<file path="src/rtl/conv_pkg.sv">
// Shared types and width helpers for the windowed convolution processing element.
package conv_pkg;

  // Two-state controller: LOAD fills the kernel, RUN streams pixels.
  typedef enum logic {
    LOAD = 1'b0,
    RUN  = 1'b1
  } state_t;

  // Ceiling log2. clog2(1) = 0, clog2(9) = 4.
  function automatic int clog2(input int value);
    int r;
    r = 0;
    for (int i = 0; i < 31; i++) begin
      if ((1 << i) < value) r = i + 1;
    end
    return r;
  endfunction

  // Full-precision accumulator width: product width plus growth for K*K terms.
  function automatic int acc_width(input int data_w, input int k);
    return 2 * data_w + clog2(k * k);
  endfunction

endpackage

</file>
<file path="src/rtl/conv_line_buf.sv">
// Tap shift register of (K-1)*IMG_W+K pixels; exposes the KxK window ending at
// the newest pixel. Window element (i,j) is packed at index i*K+j, row 0 being
// the oldest image row, column 0 the leftmost column.
module conv_line_buf #(
  parameter int DATA_W = 9,
  parameter int K      = 3,
  parameter int IMG_W  = 32
) (
  input  logic                      clk,
  input  logic                      rst_n,
  input  logic                      shift_en,
  input  logic [DATA_W-1:0]         din,
  output logic [K*K*DATA_W-1:0]     win
);

  localparam int LEN = (K - 1) * IMG_W + K;

  // taps[0] holds the newest pixel; taps[a*IMG_W+b] is a rows up, b columns left.
  logic [DATA_W-1:0] taps [LEN];

  // Shift one pixel in on every accepted pixel; hold during gaps.
  always_ff @(posedge clk) begin
    if (!rst_n) begin
      for (int i = 0; i < LEN; i++) taps[i] <= '0;
    end else if (shift_en) begin
      taps[0] <= din;
      for (int i = 1; i < LEN; i++) taps[i] <= taps[i-1];
    end
  end

  // Map shift-register taps onto the row-major window.
  always_comb begin
    win = '0;
    for (int i = 0; i < K; i++) begin
      for (int j = 0; j < K; j++) begin
        win[(i*K+j)*DATA_W +: DATA_W] = taps[(K-1-i)*IMG_W + (K-1-j)];
      end
    end
  end

endmodule

</file>
<file path="src/rtl/conv_pe_win.sv">
// Sliding-window KxK convolution PE: loads a kernel, then streams a raster image
// and emits one full-precision result per complete window, two cycles after the
// window's last pixel is accepted.
// Handshake: a weight transfers on a rising edge where w_valid && w_ready, a pixel
// where px_valid && px_ready; out_valid is a one-cycle strobe with no backpressure.
module conv_pe_win
  import conv_pkg::*;
#(
  parameter int DATA_W = 9,
  parameter int K      = 3,
  parameter int IMG_W  = 32,
  parameter int IMG_H  = 32,
  localparam int ACC_W = acc_width(DATA_W, K)
) (
  input  logic                     clk,
  input  logic                     rst_n,
  input  logic                     w_valid,
  input  logic signed [DATA_W-1:0] w_data,
  output logic                     w_ready,
  input  logic                     px_valid,
  input  logic signed [DATA_W-1:0] px_data,
  output logic                     px_ready,
  input  logic                     reload,
  input  logic                     relu_en,
  output logic                     out_valid,
  output logic signed [ACC_W-1:0]  out_data,
  output logic                     frame_done
);

  localparam int NTAP   = K * K;
  localparam int IDX_W  = clog2(NTAP);
  localparam int COL_W  = clog2(IMG_W);
  localparam int ROW_W  = clog2(IMG_H);
  localparam int PROD_W = 2 * DATA_W;

  localparam logic [IDX_W-1:0] W_LAST   = IDX_W'(NTAP - 1);
  localparam logic [COL_W-1:0] COL_LAST = COL_W'(IMG_W - 1);
  localparam logic [ROW_W-1:0] ROW_LAST = ROW_W'(IMG_H - 1);
  localparam logic [COL_W-1:0] COL_WIN  = COL_W'(K - 1);
  localparam logic [ROW_W-1:0] ROW_WIN  = ROW_W'(K - 1);

  state_t                    state;
  logic [IDX_W-1:0]          w_idx;
  logic [COL_W-1:0]          col;
  logic [ROW_W-1:0]          row;
  logic                      reload_q;
  logic signed [DATA_W-1:0]  w_mem [NTAP];

  logic                      px_acc;
  logic                      win_done;
  logic                      frame_end;
  logic [NTAP*DATA_W-1:0]    win_flat;
  logic signed [DATA_W-1:0]  win_px [NTAP];

  logic                      s0_valid, s0_relu, s0_last;
  logic                      s1_valid, s1_relu, s1_last;
  logic signed [PROD_W-1:0]  prod [NTAP];
  logic signed [ACC_W-1:0]   sum;

  assign w_ready   = (state == LOAD);
  assign px_ready  = (state == RUN);
  assign px_acc    = (state == RUN) && px_valid;
  // Row gating keeps pixels left over from the previous frame out of any window.
  assign win_done  = px_acc && (col >= COL_WIN) && (row >= ROW_WIN);
  assign frame_end = px_acc && (col == COL_LAST) && (row == ROW_LAST);

  // Controller: kernel load sequencing, raster counters and deferred reload.
  always_ff @(posedge clk) begin
    if (!rst_n) begin
      state    <= LOAD;
      w_idx    <= '0;
      col      <= '0;
      row      <= '0;
      reload_q <= 1'b0;
      for (int i = 0; i < NTAP; i++) w_mem[i] <= '0;
    end else begin
      case (state)
        LOAD: begin
          if (w_valid) begin
            w_mem[w_idx] <= w_data;
            if (w_idx == W_LAST) begin
              w_idx <= '0;
              state <= RUN;
            end else begin
              w_idx <= w_idx + 1'b1;
            end
          end
        end
        RUN: begin
          if (reload) reload_q <= 1'b1;
          if (px_valid) begin
            if (col == COL_LAST) begin
              col <= '0;
              if (row == ROW_LAST) begin
                row <= '0;
                // A reload arriving with the last pixel still counts for this frame.
                if (reload_q || reload) begin
                  state    <= LOAD;
                  reload_q <= 1'b0;
                end
              end else begin
                row <= row + 1'b1;
              end
            end else begin
              col <= col + 1'b1;
            end
          end
        end
        default: state <= LOAD;
      endcase
    end
  end

  conv_line_buf #(
    .DATA_W (DATA_W),
    .K      (K),
    .IMG_W  (IMG_W)
  ) u_line_buf (
    .clk      (clk),
    .rst_n    (rst_n),
    .shift_en (px_acc),
    .din      (px_data),
    .win      (win_flat)
  );

  // Unpack the window into signed pixels for the multiplier array.
  always_comb begin
    for (int i = 0; i < NTAP; i++) win_px[i] = win_flat[i*DATA_W +: DATA_W];
  end

  // Stage 0: mark the edge at which a window completed, with its relu/last flags.
  always_ff @(posedge clk) begin
    if (!rst_n) begin
      s0_valid <= 1'b0;
      s0_relu  <= 1'b0;
      s0_last  <= 1'b0;
    end else begin
      s0_valid <= win_done;
      s0_relu  <= relu_en;
      s0_last  <= frame_end;
    end
  end

  // Stage 1: register the K*K products; the buffer still holds the completed window.
  always_ff @(posedge clk) begin
    if (!rst_n) begin
      s1_valid <= 1'b0;
      s1_relu  <= 1'b0;
      s1_last  <= 1'b0;
      for (int i = 0; i < NTAP; i++) prod[i] <= '0;
    end else begin
      s1_valid <= s0_valid;
      s1_relu  <= s0_relu;
      s1_last  <= s0_last;
      if (s0_valid) begin
        for (int i = 0; i < NTAP; i++) prod[i] <= PROD_W'(w_mem[i]) * PROD_W'(win_px[i]);
      end
    end
  end

  // Adder tree over the registered products, at full accumulator width.
  always_comb begin
    sum = '0;
    for (int i = 0; i < NTAP; i++) sum = sum + ACC_W'(prod[i]);
  end

  // Stage 2: register the result (optionally clamped) and the frame-end pulse.
  always_ff @(posedge clk) begin
    if (!rst_n) begin
      out_valid  <= 1'b0;
      out_data   <= '0;
      frame_done <= 1'b0;
    end else begin
      out_valid  <= s1_valid;
      frame_done <= s1_valid && s1_last;
      if (s1_valid) out_data <= (s1_relu && sum[ACC_W-1]) ? '0 : sum;
    end
  end

endmodule

</file>
<file path="config.mk">
export PLATFORM = sky130hd
export DESIGN_NAME = conv_pe_win
export DESIGN_NICKNAME = d
export VERILOG_FILES = /design/src/rtl/conv_pkg.sv /design/src/rtl/conv_line_buf.sv /design/src/rtl/conv_pe_win.sv
export SDC_FILE = /design/constraint.sdc
export NUM_CORES = 2
export LEC_CHECK = 0
export ABC_CLOCK_PERIOD_IN_PS = 19150
export CORE_MARGIN = 4
export CORE_UTILIZATION = 50
export DETAILED_ROUTE_END_ITERATION = 10
export GPL_ROUTABILITY_DRIVEN = 0
export HOLD_SLACK_MARGIN = 0.08
export PLACE_DENSITY_LB_ADDON = 0.12
export SYNTH_ARGS = -nofsm -noshare
export SYNTH_HDL_FRONTEND = slang
export SYNTH_HIERARCHICAL = 1
export SYNTH_SLANG_ARGS = --single-unit
</file>
<file path="constraint.sdc">
create_clock -name clk -period 19.15 [get_ports clk]
set_input_delay 2.8725 -clock clk [delete_from_list [all_inputs] [get_ports clk]]
set_output_delay 2.8725 -clock clk [all_outputs]
set_load 0.01 [all_outputs]
</file>
### Word level (Yosys, flattened, before mapping)

Memories as Yosys holds them, arrays and structs flattened.
Index checks and enable logic that the tools add are counted.

* $add $sub $neg: 11
* multipliers: 9
* div/mod/pow operators: 0
* order comparisons: 2
* equal/unequal tests: 3
* shift operators: 0
* mux-type cells: 106
* bitwise gates (word level): 77
* reductions and logical operators: 12

Operator list (count)
* 9-bit two-way mux: 68
* 9-bit by 9-bit multiplier with 18-bit output: 9
* 18-bit two-way mux: 9
* 22-bit by 18-bit adder with 22-bit output: 4
* 1-bit bitwise OR: 76
* 1-bit two-way mux: 23
* 21-bit by 18-bit adder with 22-bit output: 1
* 22-bit two-way mux: 1
* 20-bit by 18-bit adder with 21-bit output: 1
* 19-bit by 18-bit adder with 20-bit output: 1
* 18-bit by 18-bit adder with 19-bit output: 1
* 5-bit by 1-bit adder with 5-bit output (second input constant): 2
* 5-bit equality test (second input constant): 2
* 5-bit by 2-bit >= comparator with 1-bit output (second input constant): 2
* 5-bit two-way mux: 2
* 9-bit OR reduction: 1
* 4-bit two-way mux: 2
* 1-bit logical AND: 7
* 4-bit by 1-bit adder with 4-bit output (second input constant): 1
* 4-bit equality test (second input constant): 1
* 2-bit AND reduction: 2
* 3-bit AND reduction: 1
* 1-bit case mux with 2 select lines: 1
* 1-bit logical OR: 1
* 1-bit inverter: 1

* flip-flop bits (word level): 46
* bits in latches: 0
* bits in writable memories: 846
* bits in read-only memories: 0
* logic and storage cells: 237
* memories kept: 3

Memory list
* u_line_buf.taps: depth 67, width 9, read ports 67, clocked after Yosys merged registers in 0, wr ports 67, line conv_line_buf.sv:19 `logic [DATA_W-1:0] taps [LEN];`
* prod: depth 9, width 18, read ports 9, clocked after Yosys merged registers in 0, wr ports 9, line conv_pe_win.sv:57 `logic signed [PROD_W-1:0] prod [NTAP];`
* w_mem: depth 9, width 9, read ports 9, clocked after Yosys merged registers in 0, wr ports 9, line conv_pe_win.sv:47 `logic signed [DATA_W-1:0] w_mem [NTAP];`

### Logic depth before layout (Yosys ltp)

* depth after elaboration: 10
* depth in mapped cells: 20

### Cells and area by module

Netlist, hierarchy kept.

By module, submodules not included
* conv_pe_win: times used 1, cells each 4237, area an instance 42100.4 sq um
* conv_line_buf: times used 1, cells each 1421, area an instance 23498.8 sq um

### Least setup slack after synthesis

OpenSTA, ideal clock, no wires.

* kind: input-to-reg
* from: input port px_valid
* to: memory u_line_buf.taps[0][0], enable pin
* library setup time: 1.081 ns
* arrival time: 17.955 ns
* path slack: 0.114 ns
* cell stages on the path: 5
* buffers on the path: 2
* cells stage by stage: nand2_1 -> inv_1 -> buf_4 -> buf_2 -> nand2b_1

RTL lines
* from (decl): line conv_pe_win.sv:20 `input logic px_valid,`
* to (decl): line conv_line_buf.sv:19

==> results by group <==
Run status
  – Status: complete, no violations

Critical path
  – Endpoint type of the worst setup path: flip-flop
  – Maximum fanout along the worst path: 106
  – Critical Path RT: 19,490 ps
  – CP Launch Type: input port
  – R2R Path Start: u_line_buf/taps[0][288]
  – Worst reg-to-reg setup slack: 13,260 ps
  – Most used cell, CP: buf_4
  – FF-to-FF path depth: 18
  – Worst path max stage delay: 990 ps
  – Slowest-stage cell, CP: nand2b_4
  – Crit path DAT: 8090 ps
  – RR Endpoint: prod[2][35]
  – Worst-path cell chain: clkdlybuf4s50_1 > nand2_1 > inv_8 > nand2b_4 > buf_4 > buf_4 > buf_4
  – Setup Crit Path Kind: in -> reg

Yosys
  – Syn Nets: 6,815
  – Synth Area in XOR/XNOR: 0.0236
  – Syn avg cell area: 11.6 µm²
  – Register area share after synthesis: 0.401
  – Compound-Gate Fraction of Synth Area: 0.0303
  – Post-synthesis mux area share: 0.000610
  – Syn Inst Count: 5,658
  – Yosys reg bits: 892
  – EDFF count, synth: 846
  – Largest family of logic cells by synthesized area: adder cells
  – Unique masters post-synth: 60
  – Adder-Cell Fraction of Synth Area: 0.303
  – Post-Syn Area: 65,600 µm²
  – Synth Flop Type: edfxtp_1
  – Ys async rst share: 0
  – Simple-gate share of the synthesized area: 0.154
  – YS warnings: 6

STA
  – Tcrit/Tclk final: 0.405
  – Period minus WS final: 7750 ps
  – Slew Limit Fails: 0
  – RSZ-0062 raised after global routing: false
  – Worst setup margin: 11,400 ps
  – Worst-Margin Slew: 1240 ps
  – Fmax: 129 MHz
  – Slew headroom: 0.165
  – Final setup skew: 43.5 ps
  – Final setup violation count: 0
  – Fin. Hold Viols: 0
  – Setup TNS: 0 ps

Clocking
  – CTS Sinks: 892
  – Clk buf depth: 3
  – Worst-path clk slew: 60 ps
  – CTS tree: yes
  – Clk_lat worst skew: 720 ps
  – Post-cts sizing count: 0
  – CTS buffer count: 99
  – Root Driver: clkbuf_16
  – Post-CTS setup buffers: 0
  – H-tree depth: 3
  – # hold bufs at CTS: 0

Global routing
  – Tot GR Track Use: 0.210
  – Initial antenna violation count: 6
  – Vias in the first global route: 39,853
  – GRT overflow: 0
  – Global-route wire length before repair: 225 mm
  – Largest net degree at the start of global routing: 145

Layout
  – Finished layout cell area: 69,900 µm²
  – Fin nets: 6,676
  – Most common cell after layout, fill and taps aside: inv_1
  – Commonest non-fill, non-tap cells in the layout: inv_1, edfxtp_1, fa_1
  – Final core utilization: 0.537
  – Ratio of cells with drive above 1 in the final layout: 0.0376
  – Synth-to-layout area growth: 6.49%
  – Fill cell count: 11,259

Route
  – Drt initial violations: 2,913
  – Drt first pass iters: 5
  – Vias: 38,767
  – Drt via density: 5.27
  – Final ANT Viol Nets: 0
  – Final WL: 140 mm
  – # DRC: 0
  – DR WL/cell: 19.0 µm

Pwr
  – PwrDens: 97.1 nW/µm²
  – Clk pwr share: 0.281
  – Leakage power: 32.7 nW
  – P_int: 0.00430 W
  – Sw Ratio: 0.365
  – Comb pwr share: 0.385
  – Worst VDD drop: 97.7 µV
  – Psw: 0.00248 W
  – Seq pwr share: 0.335

Min path
  – Worst min path class: reg -> reg
  – Cells on Worst Hold Path: 1
  – Hold Startpoint: s0_relu
  – Hold EP: s1_relu

Placed design
  – Detailed placement HPWL: 99.5 mm
  – Setup slack at placement: 10,540 ps
  – Area after DPL: 66,600 µm²
  – Port Buffers: 49

Flow run
  – Maxcap violations: 0

Floorplan
  – Die H: 370 µm
  – Chip width: 370 µm
  – Row Count: 132
  – Initial Util: 0.505
  – Die area: 137,000 µm²
  – IO Pins: 50
  – Core area: 130,000 µm²
## sequential cells by signal, indices dropped and copies added, names as in the netlist, 4 cells and up
register and flops:
col 5, u_line_buf/taps 603, w_mem 81, out_data 22
w_idx 4, prod 162, row 5
## power groups by stage
stage	registers [W]	logic (W)	clock network [W]
floorplan	0.00230	0.00191	0
global placement	0.00231	0.00256	0
detailed placement	0.00231	0.00259	0
CTS	0.00227	0.00261	0.00196
global route	0.00228	0.00295	0.00205
finish	0.00227	0.00261	0.00190
## cell type report
| cell class | instances | area (µm²) | share of cell area |
|---|---|---|---|
| multi-input combinational | 3464 | 33600 | 0.481 |
| sequential | 892 | 26300 | 0.377 |
| inverter | 978 | 3680 | 0.0527 |
| clock buffer | 116 | 2570 | 0.0368 |
| tap | 1742 | 2180 | 0.0312 |
| timing repair buffer | 84 | 771 | 0.0110 |
| clock inverter | 72 | 718 | 0.0103 |
| antenna | 6 | 15.0 | 0.000215 |
## stage by stage
| stage | power (W) | hold WS, ps | std cells |
|---|---|---|---|
| final | 0.00678 | 438 | 7354 |
| after global routing | 0.00728 | 465 | 7348 |
| after CTS | 0.00684 | 443 | 7348 |
| after detailed placement | 0.00490 | 429 | 7160 |
| after global placement | 0.00487 | 430 | 7160 |
| after floorplan | 0.00422 | 412 | 5658 |
## cells by family (layout without fill, tap and decap cells)
| logic type | Yosys count | in the layout |
|---|---|---|
| buffers and inverters | 1302 | 1250 |
| other | 0 | 6 |
| adders and majority gates | 1133 | 1133 |
| AOI/OAI and AO/OA | 290 | 290 |
| DFF | 892 | 892 |
| xor gates and xnor gates | 177 | 177 |
| muxes | 4 | 4 |
| and+or+nand+nor | 1860 | 1860 |
## per-layer routing
layer  share of wire  global-route usage  vias to the layer above
met2            0.45               0.326                      786
li1                -                   -                    18048
met5               0                   0                        -
met1            0.46               0.306                    19796
met3           0.066              0.0405                      137
met4           0.019              0.0495                        0
## critical path: cells and delay by family
kind | cells | cell delay, ps
buf+inv | 5 | 3710
simple gates | 2 | 1260
## worst max-delay path by stage
stage / start / to / slack (ps) / cells after the start
4_1_cts: px_valid / u_line_buf/taps[0][584] / 11370 / 7
5_1_grt: px_valid / u_line_buf/taps[0][575] / 10960 / 7
3_3_place_gp: px_valid / u_line_buf/taps[0][584] / 10630 / 7
3_5_place_dp: px_valid / u_line_buf/taps[0][575] / 10540 / 7
6_report: px_valid / u_line_buf/taps[0][565] / 11400 / 7
2_1_floorplan: px_valid / u_line_buf/taps[0][0] / 110 / 5
## cell usage after synthesis, types with 19 or more instances
cell type	number	area (µm²)
a2111oi_0	19	166
xnor2_1	104	911
and3_1	663	4150
dfxtp_1	46	921
inv_1	978	3670
buf_6	52	586
edfxtp_1	846	25400
a21oi_1	66	330
nor2_1	186	698
nand2b_1	49	307
or3_1	29	181
o31ai_1	20	150
fa_1	759	15200
nand2_1	387	1450
and2_1	404	2530
buf_2	62	310
ha_1	374	4680
xor2_1	73	639
buf_4	93	698
o21ai_0	51	255
clkbuf_1	115	432
nand3_1	36	180
nor3_1	59	295
a21o_1	61	458
Note: power is estimated with default switching activity, not from simulation.
